## config.mk

```make
export PLATFORM = sky130hd
export DESIGN_NAME = readout_scheduler
export DESIGN_NICKNAME = d
export VERILOG_FILES = /design/src/rtl/readout_scheduler.sv
export SDC_FILE = /design/constraint.sdc
export NUM_CORES = 1
export LEC_CHECK = 0
export ABC_AREA = 1
export CELL_PAD_IN_SITES_DETAIL_PLACEMENT = 0
export CELL_PAD_IN_SITES_GLOBAL_PLACEMENT = 1
export CORE_MARGIN = 2
export CORE_UTILIZATION = 39
export CTS_CLUSTER_SIZE = 12
export DETAILED_ROUTE_END_ITERATION = 10
export PLACE_DENSITY = 0.78
export SLEW_MARGIN = 10
export SYNTH_ARGS = -nofsm -noshare
export SYNTH_HDL_FRONTEND = slang
export SYNTH_SLANG_ARGS = --single-unit
export TNS_END_PERCENT = 30
```

## constraint.sdc

```tcl
create_clock -name clk -period 3.2 [get_ports clk]
set_input_delay 0.8 -clock clk [delete_from_list [all_inputs] [get_ports clk]]
set_output_delay 0.8 -clock clk [all_outputs]
set_load 0.02 [all_outputs]
```

## src/rtl/readout_scheduler.sv

```systemverilog
// -----------------------------------------------------------------------------
// readout_scheduler
//
// Sequences the row-by-row readout of the pixel array once exposure ends.
// For each row it pulls the active-low row select low and waits SETTLE cycles.
// It then issues a single adc_start pulse and waits for adc_done, giving up
// after TIMEOUT cycles. The captured pixel goes downstream on a valid/ready
// handshake. After that handshake the row select is released for one all-high
// GAP cycle before the next row starts.
//
// Ports
//   clk          in   rising-edge clock
//   reset        in   asynchronous, active-high reset
//   start        in   begin a frame (sampled only in IDLE)
//   abort        in   cancel the readout in progress (beats everything)
//   nre          out  [ROWS]  active-low row selects, at most one bit low
//   adc_start    out  one-cycle conversion request
//   adc_done     in   conversion complete, adc_data valid in the same cycle
//   adc_data     in   [DW]    conversion result
//   px_valid     out  px_data / px_row valid
//   px_ready     in   downstream accepts the pixel
//   px_data      out  [DW]    captured pixel value
//   px_row       out  [clog2(ROWS)] row index of px_data
//   busy         out  scheduler is not IDLE (decoded from the state register)
//   frame_done   out  one-cycle pulse while in DONE
//   timeout_err  out  sticky ADC timeout flag, cleared by the next start
//   frame_cnt    out  [8] completed frames, wraps 255 -> 0
// -----------------------------------------------------------------------------
module readout_scheduler #(
  parameter int ROWS    = 2,
  parameter int DW      = 4,
  parameter int SETTLE  = 1,
  parameter int TIMEOUT = 15
) (
  input  logic                      clk,
  input  logic                      reset,
  input  logic                      start,
  input  logic                      abort,
  output logic [ROWS-1:0]           nre,
  output logic                      adc_start,
  input  logic                      adc_done,
  input  logic [DW-1:0]             adc_data,
  output logic                      px_valid,
  input  logic                      px_ready,
  output logic [DW-1:0]             px_data,
  output logic [$clog2(ROWS)-1:0]   px_row,
  output logic                      busy,
  output logic                      frame_done,
  output logic                      timeout_err,
  output logic [7:0]                frame_cnt
);

  localparam int RW = $clog2(ROWS);
  localparam int SW = (SETTLE > 1) ? $clog2(SETTLE) : 1;
  localparam int TW = $clog2(TIMEOUT);

  localparam logic [RW-1:0]   ROW_LAST    = RW'(ROWS - 1);
  localparam logic [SW-1:0]   SETTLE_LAST = SW'(SETTLE - 1);
  localparam logic [TW-1:0]   TIMER_LAST  = TW'(TIMEOUT - 1);
  localparam logic [ROWS-1:0] ALL_HIGH    = {ROWS{1'b1}};

  typedef enum logic [2:0] {
    IDLE    = 3'd0,
    SELECT  = 3'd1,
    CONVERT = 3'd2,
    OUTPUT  = 3'd3,
    GAP     = 3'd4,
    DONE    = 3'd5
  } state_t;

  // Active-low select pattern with only the given row pulled low, so the
  // one-low-at-a-time property holds by construction.
  function automatic logic [ROWS-1:0] row_select(input logic [RW-1:0] r);
    logic [ROWS-1:0] one_hot;
    one_hot = {{(ROWS-1){1'b0}}, 1'b1} << r;
    return ~one_hot;
  endfunction

  state_t            state_r;
  state_t            state_s;
  logic [RW-1:0]     row_r;
  logic [RW-1:0]     row_s;
  logic [SW-1:0]     settle_r;
  logic [SW-1:0]     settle_s;
  logic [TW-1:0]     timer_r;
  logic [TW-1:0]     timer_s;

  logic [ROWS-1:0]   nre_s;
  logic              adc_start_s;
  logic              px_valid_s;
  logic [DW-1:0]     px_data_s;
  logic [RW-1:0]     px_row_s;
  logic              frame_done_s;
  logic              timeout_err_s;
  logic [7:0]        frame_cnt_s;

  // busy is the only output decoded directly from the state register.
  assign busy = (state_r != IDLE);

  // Next-state and next-output decode; every register holds unless changed.
  always_comb begin
    state_s       = state_r;
    row_s         = row_r;
    settle_s      = settle_r;
    timer_s       = timer_r;
    nre_s         = nre;
    adc_start_s   = 1'b0;
    px_valid_s    = px_valid;
    px_data_s     = px_data;
    px_row_s      = px_row;
    frame_done_s  = 1'b0;
    timeout_err_s = timeout_err;
    frame_cnt_s   = frame_cnt;

    if (abort && (state_r != IDLE)) begin
      // Cancel: release the array and drop the handshake. The frame is not
      // counted and any timeout flag is kept for software to inspect.
      state_s    = IDLE;
      nre_s      = ALL_HIGH;
      px_valid_s = 1'b0;
    end else begin
      case (state_r)
        IDLE: begin
          // abort in the same cycle suppresses start even though it is a no-op here
          if (start && !abort) begin
            row_s         = {RW{1'b0}};
            settle_s      = {SW{1'b0}};
            nre_s         = row_select({RW{1'b0}});
            timeout_err_s = 1'b0;
            state_s       = SELECT;
          end else begin
            state_s = IDLE;
          end
        end

        SELECT: begin
          if (settle_r == SETTLE_LAST) begin
            adc_start_s = 1'b1;
            timer_s     = {TW{1'b0}};
            state_s     = CONVERT;
          end else begin
            settle_s = settle_r + SW'(1);
          end
        end

        CONVERT: begin
          // adc_done is tested first so it wins on the final timer cycle
          if (adc_done) begin
            px_data_s  = adc_data;
            px_row_s   = row_r;
            px_valid_s = 1'b1;
            state_s    = OUTPUT;
          end else if (timer_r == TIMER_LAST) begin
            timeout_err_s = 1'b1;
            nre_s         = ALL_HIGH;
            frame_done_s  = 1'b1;
            frame_cnt_s   = frame_cnt + 8'd1;
            state_s       = DONE;
          end else begin
            timer_s = timer_r + TW'(1);
          end
        end

        OUTPUT: begin
          if (px_ready) begin
            px_valid_s = 1'b0;
            nre_s      = ALL_HIGH;
            state_s    = GAP;
          end else begin
            state_s = OUTPUT;
          end
        end

        GAP: begin
          if (row_r == ROW_LAST) begin
            frame_done_s = 1'b1;
            frame_cnt_s  = frame_cnt + 8'd1;
            state_s      = DONE;
          end else begin
            row_s    = row_r + RW'(1);
            settle_s = {SW{1'b0}};
            nre_s    = row_select(row_r + RW'(1));
            state_s  = SELECT;
          end
        end

        DONE: begin
          // frame_done was raised on entry and drops back to 0 here
          state_s = IDLE;
        end

        default: begin
          state_s    = IDLE;
          nre_s      = ALL_HIGH;
          px_valid_s = 1'b0;
        end
      endcase
    end
  end

  // State, counters and all registered outputs.
  always_ff @(posedge clk or posedge reset) begin
    if (reset) begin
      state_r     <= IDLE;
      row_r       <= {RW{1'b0}};
      settle_r    <= {SW{1'b0}};
      timer_r     <= {TW{1'b0}};
      nre         <= ALL_HIGH;
      adc_start   <= 1'b0;
      px_valid    <= 1'b0;
      px_data     <= {DW{1'b0}};
      px_row      <= {RW{1'b0}};
      frame_done  <= 1'b0;
      timeout_err <= 1'b0;
      frame_cnt   <= 8'd0;
    end else begin
      state_r     <= state_s;
      row_r       <= row_s;
      settle_r    <= settle_s;
      timer_r     <= timer_s;
      nre         <= nre_s;
      adc_start   <= adc_start_s;
      px_valid    <= px_valid_s;
      px_data     <= px_data_s;
      px_row      <= px_row_s;
      frame_done  <= frame_done_s;
      timeout_err <= timeout_err_s;
      frame_cnt   <= frame_cnt_s;
    end
  end

endmodule

```

# Word level (Yosys, flattened, before mapping)
# Cells that the tools add are included.
op_classes:
  n_eq_ne: 23
  n_mux: 44
  n_shift: 1
  n_bitwise: 2
  n_reduce_logical: 21
  addsub: 4
ops:
  columns: ["operator", "n"]
  rows:
  - ["two-way mux 8 bit", 3]
  - ["inequality test 3 bit, second input constant", 7]
  - ["two-way mux 3 bit", 6]
  - ["two-way mux 1 bit", 17]
  - ["one-hot mux 8 bit (2 select lines)", 1]
  - ["one-hot mux 3 bit (5 select lines)", 1]
  - ["AND reduction 5 bit", 3]
  - ["inequality test 2 bit, second input constant", 7]
  - ["two-way mux 2 bit", 6]
  - ["two-way mux 4 bit", 3]
  - ["one-hot mux 2 bit (5 select lines)", 1]
  - ["AND reduction 3 bit", 3]
  - ["adder 8 x 1 -> 8 bit, second input constant", 1]
  - ["one-hot mux 4 bit (2 select lines)", 1]
  - ["nonzero test 2 bit", 4]
  - ["equality test 3 x 2 -> 1 bit, second input constant", 2]
  - ["equality test 3 bit, second input constant", 2]
  - ["one-hot mux 1 bit (2 select lines)", 3]
  - ["one-hot mux 1 bit (3 select lines)", 2]
  - ["AND reduction 6 bit", 1]
  - ["nonzero test 3 bit", 2]
  - ["adder 4 x 1 -> 4 bit, second input constant", 1]
  - ["equality test 4 bit, second input constant", 1]
  - ["inequality test 2 x 1 -> 1 bit, second input constant", 2]
  - ["other kinds (13)", 15]
totals:
  reg_bits: 28
  wordCells: 107

# Longest topological paths before layout
depth:
  ltp_word: 6
  ltp_mapped: 9
  depth_no_buf: 9

# Least setup slack after synthesis
# Ideal clock, no wire load.
synth_path:
  kind: "register to output"
  startpoint: "register state_r[0]"
  endpoint: "output busy"
  arrival_time_ns: 0.782
  path_buffers: 0
  required_ns: 2.400
  setup_slack_ns: 1.618
  stages_incl_launch_ff: 3
  path_cell_list: "dfrtp_1 nor2_4 nand2_4"
synth_via:
  elab_chain_len: 1
synth_lines:
  columns: ["element", "line_no", "rtl"]
  rows:
  - ["start, declared", "79", "state_t state_r;"]
  - ["start signal, assigned", "217", "state_r <= state_s;"]
  - ["nonzero test 3 bit", "98", "assign busy = (state_r != IDLE);"]
  - ["end, declared", "47", "output logic busy,"]
# No other way between the ends.

# Final worst setup path
layout_path:
  startpoint: "register state_r[2]"
  endpoint: "output busy"
# Same word-level chain as after synthesis.

==> impl_metrics.toml <==
[cts]
clock_sinks = 27
clock_latency_ns = 0.28
cts_resized = 0
path_clk_slew_ns = 0.10
ctsHoldBuffers = 0
htree_levels = 1
cts_made_buffers = 3
root_buffer = "clkbuf_8"
cts_tree = "built"
cts_setup_buffers = 0
clk_path_buf_depth = 2

[synth]
synth_top_area_share_pct = 41.3
yosysSeqAreaShare_pct = 44.7
synthCells = 179
syn_nets = 192
synth_area_leader_cell = "dfrtp_1"
ys_warn_count = 0
synth.area.top_cells = "dfrtp_1 41%, nand2_1 13%, nand2_2 7.8%"
ys_seq_elements = 27
netlist_area_sq_um = 1520
yosysUniqueCellTypes = 26
avgSynthCellArea_sq_um = 8.47

[placed_design]
portBuffers = 29
dp_hpwl_um = 2400
dp.cells = 257
globalplace.congestion = 0.871

[timing]
fmax_mhz = 407
min_period_over_period_pct = 76.8
slew_violations = 0
tns_ns = 0
hold_viol_final = 0
min_period_ns = 2.46
rsz0062_at_grt = "false"
slew_headroom_pct = 76.5
finalSetupViolCount = 0
fin_skew_ns = 0.00162
tightestPinTransition_ns = 0.352

[global_route]
grt_usage_pct = 16.7
grt_pass1_wl_um = 5580
grt_max_degree = 28
grt_pass1_vias = 1258
antenna_found_initial = 0
grt_overflow = 0

[power_and_ir_drop]
irDropWorstVdd_mv = 0.320
p_leak_uw = 0.000941
power-per-cell-area_nw_per_um2 = 708

[worst_setup_path]
arrival_ns = 1.66
worstPathMaxFanout = 6
startpoint_type = "flip-flop"
cp_slowest_cell = "clkdlybuf4s50_1"
path_class = "reg -> out"
crit_family = "buffers and inverters"
crit_buf_inv = 2
crit_path_max_incr_delay_ns = 0.60
reg2regPathDepth = 8
crit_chain = "inv_2, nand2_4, clkdlybuf4s50_1"
ff2ff_setup_slack_ns = 1.72
critical_path_required_ns = 2.40
endpoint_kind = "output port"
r2r-start = "state_r[0]"
crit-reg2reg-capture = "timer_r[0]"

[route]
drc_errors = 0
wl_um = 3130
drtIter0Drc = 107
via_per_inst = 4.84
drt-wirelength-per-cell_um = 12.0
num_vias = 1264
final_antenna_net_count = 0
dr.pass1.iters = 4

[floorplanning]
die_area_sq_um = 4400
coreArea_sq_um = 3690
die_w_um = 66.4
ios = 30
die_y_um = 66.4
rows = 22
start_util_pct = 41.1

[finish]
n_antenna_cell = 0
finalNetCount = 227
area.growth.synth_to_final_pct = 26.8
drive_above_1_share_pct = 20.2
layout.cells.most_common_list = "51 x nand2_1, 29 x clkdlybuf4s50_1, 25 x dfrtp_1"
mostFrequentLayoutCell = "nand2_1"
nFillCells = 362
final_core_utilization_pct = 52.1
fin_cells = 261

[outcome]
outcome = "completed"

[min_path]
min_path_type = "reg -> reg"
holdPathEnd = "nre[1]"
hp-start = "nre[1]"
hold_depth = 2

[run]
drv_cap = 0
-- stage by stage --
stage / instance area (sq um) / hold WS [ns] / setup slack [ns] / total power [uW]
3_5_place_dp: 1870 / 0.470 / 0.987 / 1170
5_1_grt: 1920 / 0.522 / 0.643 / 1470
3_3_place_gp: 1870 / 0.450 / 1.05 / 1150
6_report: 1920 / 0.483 / 0.741 / 1360
2_1_floorplan: 1520 / 0.481 / 1.62 / 933
4_1_cts: 1920 / 0.491 / 0.739 / 1380
-- synthesized netlist by cell type, drive strengths merged --
| library cell | n |
|---|---|
| xnor2 | 5 |
| xor2 | 2 |
| nor2 | 19 |
| nor3 | 2 |
| dfstp | 2 |
| a31oi | 1 |
| dfrtp | 25 |
| o22ai | 1 |
| nand2 | 72 |
| o21ai | 4 |
| a21o | 1 |
| nand3 | 19 |
| inv | 18 |
| ha | 3 |
| nand4 | 4 |
| clkinv | 1 |
-- how the worst max path moves through the flow --
stage / from / endpoint / slack, ns / depth (start not counted)
after floorplan: state_r[0] / busy / 1.62 / 2
after global placement: abort / timeout_err / 1.05 / 8
after detailed placement: abort / timeout_err / 0.99 / 8
after CTS: state_r[0] / busy / 0.74 / 3
after global routing: state_r[2] / busy / 0.64 / 3
final: state_r[2] / busy / 0.74 / 3
-- worst register-to-register path, delay by kind of cell (launching register included) --
family,cells,cell delay [ns]
simple gates,8,0.87
flops,1,0.51
-- flip-flops by register name (all words and copies together), names as in the netlist, 2 cells and up --
| name | cells |
|---|---|
| px_data | 4 |
| nre | 2 |
| state_r | 3 |
| timer_r | 4 |
| frame_cnt | 8 |
-- metal layers --
metal,track usage (%),vias to the layer above,wire [um]
met5,0,-,0
met3,4.26,4,247
met4,6.12,0,37
met1,21.2,577,1420
met2,27.1,45,1430
li1,-,638,-
-- where the power goes --
part	switching (uW)	internal (uW)	total, uW
Combinational	378	256	634
Sequential	85.3	438	523
Clock	116	88.6	204
-- cell families after synthesis --
family | share of synthesized area, %
AO/OA/AOI/OAI | 2.64
XOR/XNOR | 4.04
adder cells (fa/ha/maj) | 2.48
buffers and inverters | 5.53
flip-flops | 44.7
AND/OR/NAND/NOR | 40.6
-- area by class of cell --
class	instances	area (sq um)	share of cell area [%]
multi-input combinational	133	754	39.2
sequential	27	678	35.3
timing repair buffer	30	298	15.5
inverter	19	83.8	4.36
tap	48	60.1	3.12
clock buffer	3	41.3	2.15
clock inverter	1	7.51	0.390
No activity file was read; power rests on OpenSTA's default activity.
